[config.mk]
export PLATFORM = sky130hd
export DESIGN_NAME = mem_arbiter
export DESIGN_NICKNAME = d
export VERILOG_FILES = /design/src/rtl/mem_pkg.sv /design/src/rtl/mem_arbiter_rr_arb2.sv /design/src/rtl/mem_arbiter.sv
export SDC_FILE = /design/constraint.sdc
export NUM_CORES = 1
export LEC_CHECK = 0
export BUFFER_PORTS_ARGS = -buffer_cell sky130_fd_sc_hd__clkbuf_2
export CORE_AREA = 2 2 118 120
export CTS_BUF_LIST = sky130_fd_sc_hd__clkbuf_8
export CTS_CLUSTER_DIAMETER = 80
export CTS_CLUSTER_SIZE = 28
export DETAILED_ROUTE_END_ITERATION = 16
export DIE_AREA = 0 0 120 122
export PLACE_DENSITY_LB_ADDON = 0.12
export REMOVE_ABC_BUFFERS = 1
export SLEW_MARGIN = 20
export SYNTH_ARGS = -nofsm -noshare
export SYNTH_HDL_FRONTEND = slang
export SYNTH_SLANG_ARGS = --single-unit
[constraint.sdc]
create_clock -name clk -period 1.9 [get_ports clk]
set_clock_uncertainty 0.15 [all_clocks]
set_input_delay 0.38 -clock clk [delete_from_list [all_inputs] [get_ports clk]]
set_output_delay 0.38 -clock clk [all_outputs]
set_load 0.01 [all_outputs]
[src/rtl/mem_pkg.sv]
// Shared encodings for the data-memory arbiter: access sizes, requester ids,
// FSM states and the LSU alignment rule.
package mem_pkg;

  localparam logic [1:0] SZ_B = 2'b00;
  localparam logic [1:0] SZ_H = 2'b01;
  localparam logic [1:0] SZ_W = 2'b10;

  localparam logic ID_IFU = 1'b0;
  localparam logic ID_LSU = 1'b1;

  typedef enum logic [1:0] {IDLE, RD, WR, RESP} state_t;

  // Size 2'b11 is reserved and always rejected.
  function automatic logic lsu_misaligned(input logic [1:0] addr_lo, input logic [1:0] size);
    logic bad;
    case (size)
      SZ_B:    bad = 1'b0;
      SZ_H:    bad = addr_lo[0];
      SZ_W:    bad = |addr_lo;
      default: bad = 1'b1;
    endcase
    return bad;
  endfunction

endpackage

[src/rtl/mem_arbiter_rr_arb2.sv]
// Two-requester round-robin arbiter; bit 0 is IFU, bit 1 is LSU.
// The pointer records who was served last and moves only when a grant is taken.
module rr_arb2
  import mem_pkg::*;
(
  input  logic       clk,
  input  logic       rst_n,
  input  logic [1:0] req,
  input  logic       advance,
  output logic [1:0] gnt
);

  logic last_q;

  always_comb begin
    gnt = 2'b00;
    case (req)
      2'b01:   gnt = 2'b01;
      2'b10:   gnt = 2'b10;
      2'b11:   gnt = (last_q == ID_LSU) ? 2'b01 : 2'b10;
      default: gnt = 2'b00;
    endcase
  end

  // Reset as if LSU was served last so IFU wins the first contention.
  always_ff @(posedge clk or negedge rst_n) begin
    if (!rst_n)
      last_q <= ID_LSU;
    else if (advance && (|gnt))
      last_q <= gnt[1];
  end

endmodule

[src/rtl/mem_arbiter.sv]
// Shares the single data-memory port between instruction fetch and the LSU:
// round-robin grant, alignment check, RD_LAT-cycle reads, single-cycle writes.
//
//   state | meaning
//   IDLE  | ready to the grantee, accept and classify a request
//   RD    | mem_ren held RD_LAT cycles, rdata captured on the last one
//   WR    | mem_wen for one cycle
//   RESP  | one-cycle response pulse to the grantee
module mem_arbiter
  import mem_pkg::*;
#(
  parameter int ADDR_W = 32,
  parameter int DATA_W = 32,
  parameter int RD_LAT = 1
) (
  input  logic              clk,
  input  logic              rst_n,
  input  logic              ifu_req_valid,
  output logic              ifu_req_ready,
  input  logic [ADDR_W-1:0] ifu_addr,
  output logic              ifu_resp_valid,
  output logic [DATA_W-1:0] ifu_rdata,
  output logic              ifu_err,
  input  logic              lsu_req_valid,
  output logic              lsu_req_ready,
  input  logic              lsu_wen,
  input  logic [ADDR_W-1:0] lsu_addr,
  input  logic [DATA_W-1:0] lsu_wdata,
  input  logic [1:0]        lsu_size,
  input  logic              lsu_sext,
  output logic              lsu_resp_valid,
  output logic [DATA_W-1:0] lsu_rdata,
  output logic              lsu_err,
  output logic              mem_ren,
  output logic              mem_wen,
  output logic [ADDR_W-1:0] mem_raddr,
  output logic [ADDR_W-1:0] mem_waddr,
  output logic [DATA_W-1:0] mem_wdata,
  output logic              mem_suffix_b,
  output logic              mem_suffix_h,
  output logic              mem_sext,
  input  logic [DATA_W-1:0] mem_rdata
);

  localparam int CNT_W = (RD_LAT > 1) ? $clog2(RD_LAT) : 1;

  state_t              state_q, state_d;
  logic [CNT_W-1:0]    cnt_q;
  logic                id_q;
  logic [ADDR_W-1:0]   addr_q;
  logic [DATA_W-1:0]   wdata_q;
  logic [1:0]          size_q;
  logic                sext_q;
  logic                err_q;
  logic [DATA_W-1:0]   rdata_q;

  logic                in_idle;
  logic [1:0]          req;
  logic [1:0]          gnt;
  logic                accept;
  logic                acc_id;
  logic                acc_err;
  logic                acc_wen;

  assign in_idle = (state_q == IDLE);
  assign req     = in_idle ? {lsu_req_valid, ifu_req_valid} : 2'b00;

  rr_arb2 u_rr_arb2 (
    .clk     (clk),
    .rst_n   (rst_n),
    .req     (req),
    .advance (accept),
    .gnt     (gnt)
  );

  assign ifu_req_ready = gnt[0];
  assign lsu_req_ready = gnt[1];
  assign accept        = |gnt;
  assign acc_id        = gnt[1] ? ID_LSU : ID_IFU;
  assign acc_err       = (acc_id == ID_LSU) ? lsu_misaligned(lsu_addr[1:0], lsu_size)
                                            : (|ifu_addr[1:0]);
  assign acc_wen       = (acc_id == ID_LSU) && lsu_wen;

  always_ff @(posedge clk or negedge rst_n) begin
    if (!rst_n)
      state_q <= IDLE;
    else
      state_q <= state_d;
  end

  always_comb begin
    state_d        = state_q;
    mem_ren        = 1'b0;
    mem_wen        = 1'b0;
    mem_raddr      = '0;
    mem_waddr      = '0;
    mem_wdata      = '0;
    mem_suffix_b   = 1'b0;
    mem_suffix_h   = 1'b0;
    mem_sext       = 1'b0;
    ifu_resp_valid = 1'b0;
    ifu_rdata      = '0;
    ifu_err        = 1'b0;
    lsu_resp_valid = 1'b0;
    lsu_rdata      = '0;
    lsu_err        = 1'b0;
    case (state_q)
      IDLE: begin
        if (accept)
          state_d = acc_err ? RESP : (acc_wen ? WR : RD);
      end
      RD: begin
        mem_ren      = 1'b1;
        mem_raddr    = addr_q;
        mem_suffix_b = (size_q == SZ_B);
        mem_suffix_h = (size_q == SZ_H);
        mem_sext     = sext_q;
        if (cnt_q == '0)
          state_d = RESP;
      end
      WR: begin
        mem_wen      = 1'b1;
        mem_waddr    = addr_q;
        mem_wdata    = wdata_q;
        mem_suffix_b = (size_q == SZ_B);
        mem_suffix_h = (size_q == SZ_H);
        state_d      = RESP;
      end
      RESP: begin
        if (id_q == ID_LSU) begin
          lsu_resp_valid = 1'b1;
          lsu_rdata      = rdata_q;
          lsu_err        = err_q;
        end else begin
          ifu_resp_valid = 1'b1;
          ifu_rdata      = rdata_q;
          ifu_err        = err_q;
        end
        state_d = IDLE;
      end
      default: state_d = IDLE;
    endcase
  end

  // rdata_q is cleared on accept so stores and rejected requests respond with 0.
  always_ff @(posedge clk or negedge rst_n) begin
    if (!rst_n) begin
      cnt_q   <= '0;
      id_q    <= ID_IFU;
      addr_q  <= '0;
      wdata_q <= '0;
      size_q  <= SZ_B;
      sext_q  <= 1'b0;
      err_q   <= 1'b0;
      rdata_q <= '0;
    end else if (in_idle && accept) begin
      id_q    <= acc_id;
      addr_q  <= (acc_id == ID_LSU) ? lsu_addr : ifu_addr;
      wdata_q <= (acc_id == ID_LSU) ? lsu_wdata : '0;
      size_q  <= (acc_id == ID_LSU) ? lsu_size : SZ_W;
      sext_q  <= (acc_id == ID_LSU) && lsu_sext;
      err_q   <= acc_err;
      rdata_q <= '0;
      cnt_q   <= CNT_W'(RD_LAT - 1);
    end else if (state_q == RD) begin
      if (cnt_q == '0)
        rdata_q <= mem_rdata;
      else
        cnt_q <= cnt_q - CNT_W'(1);
    end
  end

endmodule

Yosys cells after proc, flatten, opt, wreduce, memory -nomap -nowiden
Cells that the tools add are included.
- latch bits: 0
- output and inout bits: 171
- memories: 0
- memory bits (writable): 0
- bits in registers: 105
- input bits: 136
- word-level logic and storage cells: 76
- ROM bits: 0
- shift-type cells: 0
- bitwise gates (word level): 0
- order comparisons: 0
- reductions and logical operators: 13
- $mul: 0
- $add $sub $neg: 1
- multiplexer cells: 40
- divide/modulo/power cells: 0
- equal/unequal tests: 12
- operators by type and width (kind ; number):
    32-bit 2-to-1 mux ; 12
    1-bit 2-to-1 mux ; 18
    2-bit 2-to-1 mux ; 7
    2-bit equality test, second input constant ; 5
    2-bit by 1-bit equality test with 1-bit output, second input constant ; 4
    2-bit one-hot mux with 4 select lines ; 1
    2-bit OR reduction ; 4
    2-bit zero test ; 3
    2-bit one-hot mux with 3 select lines ; 1
    2-bit by 1-bit inequality test with 1-bit output, second input constant ; 2
    2-bit AND reduction ; 2
    1-bit logical AND ; 3
    1-bit one-hot mux with 3 select lines ; 1
    2-bit inequality test, second input constant ; 1
    2-bit nonzero test ; 1
    1-bit subtractor, second input constant ; 1

Logic depth before layout (Yosys ltp)
Gate-level depths: netlist of run 1.
- depth after elaboration: 10
- depth in mapped cells: 7
- depth with buffers taken out: 5

By module
From an unflattened synthesis of run 1, not the netlist that was laid out.
- cell total of the unflattened synthesis: 619
- area, all modules: 5620.4 um^2
- by module, submodules not included (module ; area an instance (um^2) ; times used ; cells each ; sequential area each (um^2)):
    mem_arbiter ; 5564.1 ; 1 ; 613 ; 2577.5
    rr_arb2 ; 56.3 ; 1 ; 6 ; 26.3

Worst setup path before layout of run 1
No wires, ideal clock.
- path type: reg-to-output
- start: register state_q[1]
- end: output mem_raddr[0]
- data required time: 1.370 ns
- path slack: -0.011 ns
- arrival time: 1.381 ns
- buffers on the path: 2
- stages on the path, launching flop included: 6
- path through: dfrtp_1 -> inv_1 -> ha_1 -> buf_2 -> buf_2 -> and2_1
- word-level cells in the longest chain between the ends: 2
- ends and longest elaborated chain (what ; line ; text):
    from (decl) ; mem_arbiter.sv:47 ; state_t state_q, state_d;
    from (signal assigned) ; mem_arbiter.sv:88 ; state_q <= state_d;
    2-bit by 1-bit equality test with 1-bit output ; mem_arbiter.sv:107 ; case (state_q)
    32-bit 2-to-1 mux ; mem_arbiter.sv:107 ;
    to (decl) ; mem_arbiter.sv:36 ; output logic [ADDR_W-1:0] mem_raddr,
No other way between the ends.

Worst setup path in the final report of run 1
- start: register state_q[1]
- end: output mem_waddr[11]
- word-level cells in the longest chain between the ends: 2
- ends and longest elaborated chain (what ; line ; text):
    2-bit equality test ; mem_arbiter.sv:107 ;
    32-bit 2-to-1 mux ; mem_arbiter.sv:107 ;
    to (decl) ; mem_arbiter.sv:37 ; output logic [ADDR_W-1:0] mem_waddr,
No other way between the ends.

==> results.toml, run 1 <==
[routing]
wirelength_um = 18900
viasPerCell = 5.19
num_vias = 5631
drcViolationCount = 0
antenna_left = 0
first_iter_violations = 305
avgRoutedWirePerCell_um = 17.5
drt-pass1-iter-count = 6

[setup_path]
worstSetupEndpointType = "output pin"
worst_r2r_endpoint = "state_q[0]"
worstRegToRegCells = 6
arrival_ns = 1.69
timing_worst_setup_path_type = "register to output pin"
crit_chain = "buf_4, ha_4, buf_4, clkbuf_16, and2_4, buf_6"
critPathSlowestCell = "sky130_fd_sc_hd__dfrtp_1"
data_required_time_of_the_critical_path_ns = 1.37
startpoint = "state_q[1]"
r2r-start = "state_q[0]"
timing.critical_path.fanout_max = 8
critical-path-max-stage-delay_ns = 0.42
setup.worst_path.start_class = "register"
reg2reg_slack_ns = 0.03
worst_path_most_repeated_cell = "sky130_fd_sc_hd__buf_4"

[logic_synthesis]
yosysTopAreaCell = "sky130_fd_sc_hd__dfrtp_1"
synth_top_cells_by_area = "sky130_fd_sc_hd__dfrtp_1 47%, sky130_fd_sc_hd__and2_1 15%, sky130_fd_sc_hd__mux2i_1 6.0%, sky130_fd_sc_hd__a22o_1 5.4%, sky130_fd_sc_hd__nor2_1 4.4%"
count_of_flip_flops_with_a_built_in_enable_after_synthesis = 0
synthesis.area_um2 = 5510
yosysTopAreaCellShare_pct = 46.8
synthesis.instances = 586
asyncSetResetFlopFracSynth_pct = 100
avgSynthCellArea_um2 = 9.40
synth_cell_types = 32
post_synthesis_sequential_element_count = 104
synth.yosys.seq_area_share_pct = 47.3
ys.warnings.count = 0
most_instantiated_flip_flop_cell_in_the_synthesis_netlist = "sky130_fd_sc_hd__dfrtp_1"

[clock_network]
clock_path_buffers = 2
cts_tree = "built"
insertion_delay_ns = 0.37
cts_sinks = 104
cts_made_buffers = 9
clk_pin_slew_ns = 0.09
cts-htree-levels = 3
root_buffer = "sky130_fd_sc_hd__clkbuf_8"

[grt]
antenna_found_initial = 0
wire_length_of_the_first_global_routing_pass_um = 26800
grt_remaining_overflow = 0
grt_pass1_vias = 5331
global_route.usage.total_pct = 23.3
grt_max_degree = 101

[layout]
final.fill_count = 1120
area.growth.synth_to_final_pct = 56.7
num_antenna_cells = 0
layout-drive-gt1-share_pct = 50.1
finish.net_count = 1042

[run_status]
outcome = "finished, violations left"
violations = "negative setup slack"

[sta]
worstMarginPinSlew_ns = 0.578
totalNegativeSetupSlack_ns = -41.04
fin_crit_sh_pct = 117
timing.slew.headroom_pct = 61.5
postLayoutSetupSlackWorst_ns = -0.322
grt_setup_unrepaired = "yes"
final-max-slew-violation-count = 0
fmaxAchievable_ghz = 0.450
final_setup_violations = 171
final.min_clock_period_ns = 2.22
finalHoldViolCount = 0

[place]
count_of_buffers_from_port_buffering = 306
final_hpwl_from_detailed_placement_um = 12300
dp_slack_ns = 0.0316
globalplace.congestion = 0.861

[hold_path]
timing.hold.worst.start = "lsu_wdata[18]"
whs_endpoint = "wdata_q[18]"
min_path_type = "input port to register"
hold_path_depth = 2

[power_and_ir_drop]
peakVddDrop_mv = 0.756
static_leak_uw = 0.00452
pwr_density_cell_nw_per_um2 = 1550

[job]
max_capacitance_violation_total = 0

[floorplan]
die-width_um = 120
core-area_um2 = 13500
ios = 307
std_cell_rows = 43
start_util_pct = 40.8
die_h_um = 122
dieArea_um2 = 14600
==> state kept, by name, indices dropped and copies added, names as in the netlist <==
register / cells
addr_q: 32
rdata_q: 32
wdata_q: 32
size_q: 2
state_q: 2
err_q: 1
id_q: 1
sext_q: 1
u_rr_arb2.last_q: 1
==> timing repair <==
action,CTS,global route
buffers inserted,7,5
hold endpoints to repair,69,0
gates resized for setup,46,192
gates cloned,4,5
hold buffers,1,0
setup endpoints to repair,171,233
pin swaps,16,14
==> layer usage <==
metal  vias up  GRT usage, %  part of all wire (%)
met5         -             0                     0
met4         0          6.91                   1.5
met3        17          4.82                   7.2
met2       230          42.6                    52
met1      2736          27.6                    39
li1       2648             -                     -
==> worst max-delay path by stage <==
stage / depth (start not counted) / slack, ns / end
floorplan: 4 / -1.04 / size_q[1]
global placement: 5 / 0.09 / mem_waddr[22]
detailed placement: 7 / 0.03 / addr_q[23]
CTS: 6 / -0.30 / ifu_rdata[11]
global route: 6 / -0.38 / ifu_rdata[26]
finish: 6 / -0.32 / mem_waddr[11]
==> layout by cell type (no fill, tap or decap), types with 13 or more instances in the layout <==
cell type | synthesis | final
sky130_fd_sc_hd__mux2i_1 | 33 | 33
sky130_fd_sc_hd__and3_1 | 33 | 33
sky130_fd_sc_hd__clkbuf_2 | 0 | 228
sky130_fd_sc_hd__and2_4 | 0 | 64
sky130_fd_sc_hd__nand3_1 | 32 | 32
sky130_fd_sc_hd__buf_6 | 0 | 67
sky130_fd_sc_hd__nor2_1 | 65 | 65
sky130_fd_sc_hd__o21ai_0 | 32 | 32
sky130_fd_sc_hd__a22o_1 | 34 | 34
sky130_fd_sc_hd__buf_12 | 0 | 14
sky130_fd_sc_hd__and2_1 | 133 | 68
sky130_fd_sc_hd__buf_4 | 0 | 23
sky130_fd_sc_hd__a31oi_1 | 32 | 32
sky130_fd_sc_hd__dfrtp_1 | 103 | 103
sky130_fd_sc_hd__buf_2 | 14 | 13
sky130_fd_sc_hd__clkbuf_8 | 0 | 14
==> per-stage QoR <==
step | instance area, um^2 | utilization, % | instances | hold slack (ns) | total power, uW
5_1_grt | 8630 | 63.9 | 1085 | 0.0760 | 14300
3_5_place_dp | 7440 | 55.1 | 1048 | 0.0408 | 10100
6_report | 8630 | 63.9 | 1085 | 0.0802 | 13400
3_3_place_gp | 7440 | 55.1 | 1048 | 0.0405 | 9930
4_1_cts | 7920 | 58.7 | 1075 | 0.0645 | 12100
2_1_floorplan | 5290 | - | 532 | -0.0656 | 7270
==> synthesized netlist by cell type (all sizes together) (2+ instances only) <==
cell type	instances
and2	133
dfrtp	103
nor2	66
clkbuf	40
a22o	34
and3	33
mux2i	33
o21ai	33
a31oi	32
nand3	32
buf	14
ha	5
nand2	5
inv	3
a211oi	2
a21o	2
nor2b	2
o31ai	2
==> cell type report <==
class | instances | area [um^2] | area share [%]
Tap cell | 180 | 225 | 2.61
Clock inverter | 4 | 21.3 | 0.246
Sequential cell | 104 | 2600 | 30.2
Clock buffer | 11 | 151 | 1.75
Inverter | 3 | 13.8 | 0.159
Multi-Input combinational cell | 425 | 2930 | 33.9
Timing Repair Buffer | 358 | 2690 | 31.2
==> worst max-delay path, delay by kind of cell (launching register included) <==
family        cells  cell delay (ns)
simple gates      1             0.16
flops             1             0.42
fa+ha+maj         1             0.16
buf+inv           4             0.58
==> where the power goes <==
part	total (uW)	switching (uW)	leakage, uW	internal, uW
combinational	8200	3790	0.00316	4410
clock	1270	733	0.0000924	533
sequential	3940	746	0.00127	3200
total	13400	5270	0.00452	8140
==> cell families after synthesis <==
logic type	Yosys count	synth area share, %
compound gates	111	13.7
buf+inv	57	4.20
simple gates	275	27.5
fa+ha+maj	5	1.14
flops	104	47.3
mux	34	6.20
Note: power is estimated with default switching activity, not from simulation.
==> run 2: changes to the inputs <==
--- a/config.mk
+++ b/config.mk
@@ -12,6 +12,7 @@
 export CTS_CLUSTER_SIZE = 28
 export DETAILED_ROUTE_END_ITERATION = 16
 export DIE_AREA = 0 0 120 122
+export GPL_TIMING_DRIVEN = 0
 export PLACE_DENSITY_LB_ADDON = 0.12
 export REMOVE_ABC_BUFFERS = 1
 export SLEW_MARGIN = 20
==> results.toml, run 2 (same netlist as run 1, synthesis figures left out) <==
[power_and_ir_drop]
switching_power_uw = 5540
combinationalPowerShare_pct = 59.1
pwr_density_cell_nw_per_um2 = 1590
static_leak_uw = 0.00450
power.clock.fraction_pct = 11.8
power.internal_uw = 8030
peakVddDrop_mv = 0.814
power_frac_seq_pct = 29.2
switching_share_pct = 40.8

[floorplan]
start_util_pct = 40.8
dieArea_um2 = 14600
core-area_um2 = 13500
die_h_um = 122
ios = 307
die-width_um = 120
std_cell_rows = 43

[routing]
top_layer_used = "met4"
antenna_left = 0
first_iter_violations = 326
route.met3.wl_um = 1560
drcViolationCount = 0
met1_length_um = 8330
wirelength_um = 20900
avgRoutedWirePerCell_um = 19.0
num_vias = 5774
drt-pass1-iter-count = 7
route.met2.wl_um = 10400
viasPerCell = 5.27

[place]
final_hpwl_from_detailed_placement_um = 12000
globalplace.congestion = 0.800
dp_slack_ns = -1.52
placed_cells = 1024
count_of_buffers_from_port_buffering = 306

[layout]
seq_area_um2 = 2610
biggest_registers_after_layout = "addr_q (32), rdata_q (32), wdata_q (32)"
layout.cells.non_filler = 1096
layout.cells.most_common = "sky130_fd_sc_hd__clkbuf_2"
final.fill_count = 1168
multi_input_area_um2 = 2970
area.growth.synth_to_final_pct = 54.8
finish.net_count = 1052
layout_common_cells = "235 x sky130_fd_sc_hd__clkbuf_2, 115 x sky130_fd_sc_hd__and2_1, 100 x sky130_fd_sc_hd__dfrtp_1, 65 x sky130_fd_sc_hd__nor2_1, 55 x sky130_fd_sc_hd__buf_2"
num_antenna_cells = 0
postLayoutCoreUtil_pct = 63.1
layout-drive-gt1-share_pct = 46.6

[sta]
fin_crit_sh_pct = 115
timing.slew.headroom_pct = 55.7
final.min_clock_period_ns = 2.18
postLayoutSetupSlackWorst_ns = -0.283
grt_setup_unrepaired = "yes"
totalNegativeSetupSlack_ns = -45.87
fmaxAchievable_ghz = 0.458
timing.hold.ws_ns = 0.0683
worstMarginPinSlew_ns = 0.665
final_setup_violations = 215
finalHoldViolCount = 0
final-max-slew-violation-count = 0

[job]
max_capacitance_violation_total = 0

[setup_path]
reg2reg_slack_ns = -0.23
setup.worst_path.start_class = "register"
timing.critical_path.fanout_max = 23
timing_worst_setup_path_type = "register to output pin"
data_required_time_of_the_critical_path_ns = 1.37
arrival_ns = 1.65
worstSetupEndpointType = "output pin"

[run_status]
violations = "negative setup slack"
outcome = "finished, violations left"

[grt]
global_route.usage.total_pct = 25.2
grt_pass1_vias = 5503
grt_remaining_overflow = 0
wire_length_of_the_first_global_routing_pass_um = 28800
antenna_found_initial = 0
grt_max_degree = 88

[clock_network]
clock_path_buffers = 2
cts_sinks = 104
cts_made_buffers = 9
insertion_delay_ns = 0.38
root_buffer = "sky130_fd_sc_hd__clkbuf_8"
cts-htree-levels = 3
clk_pin_slew_ns = 0.11
cts_tree = "built"

[hold_path]
min_path_type = "input port to register"
-- run 2: cell types whose count changed in the layout (fill, tap and decap cells not counted), moves of 4 or more --
cell,change
sky130_fd_sc_hd__and2_1,+47
sky130_fd_sc_hd__and2_4,-46
sky130_fd_sc_hd__buf_12,-8
sky130_fd_sc_hd__buf_2,+42
sky130_fd_sc_hd__buf_4,-6
sky130_fd_sc_hd__buf_6,-42
sky130_fd_sc_hd__buf_8,+4
sky130_fd_sc_hd__clkbuf_16,+4
sky130_fd_sc_hd__clkbuf_2,+7
sky130_fd_sc_hd__nand2_8,+4
-- run 2: power groups by stage --
stage                     sequential [uW]  combinational (uW)  clock [uW]
after floorplan                      3670                3600           0
after global placement               3910                5250           0
after detailed placement             3960                5730           0
after CTS                            3950                6620        1620
after global routing                 4080                8660        1710
final                                3960                8020        1600
-- run 2: final cells by class --
cell class,count,share of cell area (%)
Tap cell,180,2.64
Clock inverter,6,1.07
Multi-Input combinational cell,433,34.9
Clock buffer,10,1.61
Inverter,3,0.191
Sequential cell,104,30.6
Timing Repair Buffer,360,29.0
-- run 2: critical path, stage by stage (launching register included) --
cell	delay, ns
sky130_fd_sc_hd__dfrtp_2	0.48
sky130_fd_sc_hd__ha_4	0.17
sky130_fd_sc_hd__nor2b_4	0.19
sky130_fd_sc_hd__buf_12	0.16
sky130_fd_sc_hd__and2_1	0.15
sky130_fd_sc_hd__buf_2	0.13
-- run 2: worst paths after layout --
kind	from	cells after the start	endpoint
setup / recovery	state_q[1]	5	ifu_rdata[8]
max in group asynchronous	rst_n	3	wdata_q[15]
setup reg to reg	state_q[0]	8	state_q[0]
hold / removal	lsu_wdata[8]	2	wdata_q[8]
min in group asynchronous	rst_n	2	wdata_q[17]
hold reg to reg	wdata_q[20]	1	wdata_q[20]
-- run 2: routing by layer --
metal  global-route usage [%]  up-vias
li1                         -     2682
met1                     31.3     2754
met2                     43.1      297
met3                     5.62       41
met4                     9.19        0
met5                        0        -
-- run 2: through the flow --
step / area (um^2) / total power [uW]
final: 8530 / 13600
after CTS: 7840 / 12200
after detailed placement: 7240 / 9690
after global routing: 8530 / 14500
after floorplan: 5290 / 7270
after global placement: 7040 / 9160
-- run 2: repair_timing --
item | CTS | global route
endpoints found under the setup margin | 275 | 211
resized for setup | 34 | 135
hold endpoints to repair | 17 | 0
cloned | 6 | 14
hold buffers | 1 | 0
pin swaps | 6 | 9
setup buffers | 14 | 21
==> run 3: changes to the inputs <==
--- a/config.mk
+++ b/config.mk
@@ -6,16 +6,17 @@
 export NUM_CORES = 1
 export LEC_CHECK = 0
 export BUFFER_PORTS_ARGS = -buffer_cell sky130_fd_sc_hd__clkbuf_2
-export CORE_AREA = 2 2 118 120
+export CORE_AREA = 2 2 119 121
 export CTS_BUF_LIST = sky130_fd_sc_hd__clkbuf_8
 export CTS_CLUSTER_DIAMETER = 80
 export CTS_CLUSTER_SIZE = 28
 export DETAILED_ROUTE_END_ITERATION = 16
-export DIE_AREA = 0 0 120 122
+export DIE_AREA = 0 0 121 123
 export GPL_TIMING_DRIVEN = 0
-export PLACE_DENSITY_LB_ADDON = 0.12
+export PLACE_DENSITY = 0.78
 export REMOVE_ABC_BUFFERS = 1
 export SLEW_MARGIN = 20
 export SYNTH_ARGS = -nofsm -noshare
 export SYNTH_HDL_FRONTEND = slang
+export SYNTH_HIERARCHICAL = 1
 export SYNTH_SLANG_ARGS = --single-unit
==> results.toml, run 3 <==
[run_status]
outcome = "finished, violations left"
violations = "negative setup slack"

[grt]
grt_remaining_overflow = 0
antenna_found_initial = 0
grt_pass1_vias = 5819
wire_length_of_the_first_global_routing_pass_um = 32100
grt_max_degree = 58
global_route.usage.total_pct = 28.2

[sta]
worstMarginPinSlew_ns = 0.401
final_setup_violations = 275
final-max-slew-violation-count = 0
grt_setup_unrepaired = "yes"
timing.slew.headroom_pct = 73.2
fin_crit_sh_pct = 122
timing.hold.ws_ns = 0.0719
postLayoutSetupSlackWorst_ns = -0.416
final.min_clock_period_ns = 2.32
finalHoldViolCount = 0
fmaxAchievable_ghz = 0.432

[setup_path]
timing.critical_path.fanout_max = 5
data_required_time_of_the_critical_path_ns = 1.37
setup.worst_path.start_class = "register"
worstSetupEndpointType = "output pin"
timing_worst_setup_path_type = "register to output pin"
arrival_ns = 1.79

[routing]
first_iter_violations = 478
drt-pass1-iter-count = 5
top_layer_used = "met4"
num_vias = 6449
route.met3.wl_um = 2370
drcViolationCount = 0
wirelength_um = 25600
antenna_left = 0
avgRoutedWirePerCell_um = 21.6
viasPerCell = 5.46
route.met2.wl_um = 13100
met1_length_um = 8780

[logic_synthesis]
synthesis.area_um2 = 5620
synth_top_cells_by_area = "sky130_fd_sc_hd__dfrtp_1 46%, sky130_fd_sc_hd__and2_1 15%, sky130_fd_sc_hd__mux2i_1 11%, sky130_fd_sc_hd__nand2_1 7.0%, sky130_fd_sc_hd__and3_1 3.7%"
avgSynthCellArea_um2 = 9.08
post_synthesis_sequential_element_count = 104
synthesis.instances = 619
synthMostInstantiatedCell = "sky130_fd_sc_hd__and2_1"
count_of_flip_flops_with_a_built_in_enable_after_synthesis = 0
yosys-top-cells-count = "133 x sky130_fd_sc_hd__and2_1, 105 x sky130_fd_sc_hd__nand2_1, 103 x sky130_fd_sc_hd__dfrtp_1"
ys.warnings.count = 6
most_instantiated_flip_flop_cell_in_the_synthesis_netlist = "sky130_fd_sc_hd__dfrtp_1"
yosysTopAreaCellShare_pct = 45.9
yosysTopAreaCell = "sky130_fd_sc_hd__dfrtp_1"
asyncSetResetFlopFracSynth_pct = 100
synth.yosys.seq_area_share_pct = 46.3
synth_cell_types = 33

[place]
count_of_buffers_from_port_buffering = 306
globalplace.congestion = 0.775
final_hpwl_from_detailed_placement_um = 12200

[clock_network]
cts_sinks = 104
cts_tree = "built"
insertion_delay_ns = 0.37
cts-htree-levels = 3
root_buffer = "sky130_fd_sc_hd__clkbuf_8"
cts_made_buffers = 9
clk_pin_slew_ns = 0.12
clock_path_buffers = 2

[floorplan]
die_h_um = 123
ios = 307
die-width_um = 121
dieArea_um2 = 14900
std_cell_rows = 43
core-area_um2 = 13600
start_util_pct = 41.3

[hold_path]
min_path_type = "input port to register"

[layout]
layout_common_cells = "242 x sky130_fd_sc_hd__clkbuf_2, 100 x sky130_fd_sc_hd__dfrtp_1, 99 x sky130_fd_sc_hd__and2_1, 61 x sky130_fd_sc_hd__buf_6, 54 x sky130_fd_sc_hd__mux2i_1"
postLayoutCoreUtil_pct = 73.9
layout-drive-gt1-share_pct = 60.6
num_antenna_cells = 0
area.growth.synth_to_final_pct = 79.1
finish.net_count = 1137
layout.cells.most_common = "sky130_fd_sc_hd__clkbuf_2"
biggest_registers_after_layout = "addr_q (32), rdata_q (32), wdata_q (32)"

[power_and_ir_drop]
pwr_density_cell_nw_per_um2 = 1540
peakVddDrop_mv = 0.643
static_leak_uw = 0.00523

[job]
max_capacitance_violation_total = 0
[run 3: cell types whose count changed in the layout (fill, tap and decap cells not counted), sizes merged, moves of 6 or more]
cell	delta
nand2	+96
buf	+38
a22o	-34
nor2	-34
a31oi	-31
mux2i	+31
clkbuf	+12
and2b	+6
[run 3: final timing paths]
kind | start | endpoint | slack, ns | cells after the start
max | state_q[1] | mem_wdata[26] | -0.42 | 6
min | lsu_wdata[15] | wdata_q[15] | 0.07 | 3
max reg2reg | state_q[1] | err_q | -0.38 | 12
min reg2reg | wdata_q[7] | wdata_q[7] | 0.34 | 2
max in group asynchronous | rst_n | addr_q[26] | 0.57 | 3
min in group asynchronous | rst_n | rdata_q[11] | 0.40 | 2
[run 3: logic make-up after synthesis]
kind of cell	Yosys count	synth area share (%)
fa+ha+maj	4	0.891
buf+inv	56	5.10
flops	104	46.3
compound gates	48	4.96
mux	64	11.4
simple gates	343	31.3
[run 3: where the power goes]
group	internal, uW	switching (uW)
clock	668	842
combinational	4990	4740
sequential	3210	1060
total	8870	6640
[run 3: area by class of cell]
cell class / instances / area [um^2]
clock buffer: 10 / 138
clock inverter: 6 / 73.8
fill: 865 / 3550
inverter: 5 / 30.0
multi-input combinational: 467 / 3590
sequential: 104 / 2610
tap: 180 / 225
timing repair buffer: 410 / 3400
[run 3: per-layer routing]
metal | vias to the layer above | track usage (%)
li1 | 2802 | -
met1 | 3096 | 32.9
met2 | 445 | 51.5
met3 | 106 | 5.17
met4 | 0 | 10.9
met5 | - | 0
[run 3: critical path: stages, from the launching register on]
cell	delay, ns
sky130_fd_sc_hd__dfrtp_2	0.47
sky130_fd_sc_hd__buf_4	0.16
sky130_fd_sc_hd__ha_4	0.17
sky130_fd_sc_hd__buf_12	0.14
sky130_fd_sc_hd__clkbuf_16	0.16
sky130_fd_sc_hd__and2_1	0.17
sky130_fd_sc_hd__buf_2	0.15
[run 3: repair_timing]
action                                  CTS  global route
endpoints found under the setup margin  275           275
hold buffers                              1             0
pin swaps                                66            45
gates cloned                             22            15
setup buffers                            48            30
endpoints found under the hold margin    47             0
gates resized for setup                 175           255
[run 3: metrics by stage]
step	power (uW)	setup slack [ns]	TNS (ns)	cells	area [um^2]
3_5_place_dp	9240	-1.53	-149.21	1064	7410
3_3_place_gp	8570	-14.20	-1593.02	1054	7110
5_1_grt	16200	-0.454	-96.24	1182	10100
6_report	15500	-0.416	-87.65	1182	10100
2_1_floorplan	6890	-9.29	-940.40	568	5350
4_1_cts	13000	-0.386	-68.90	1151	8970
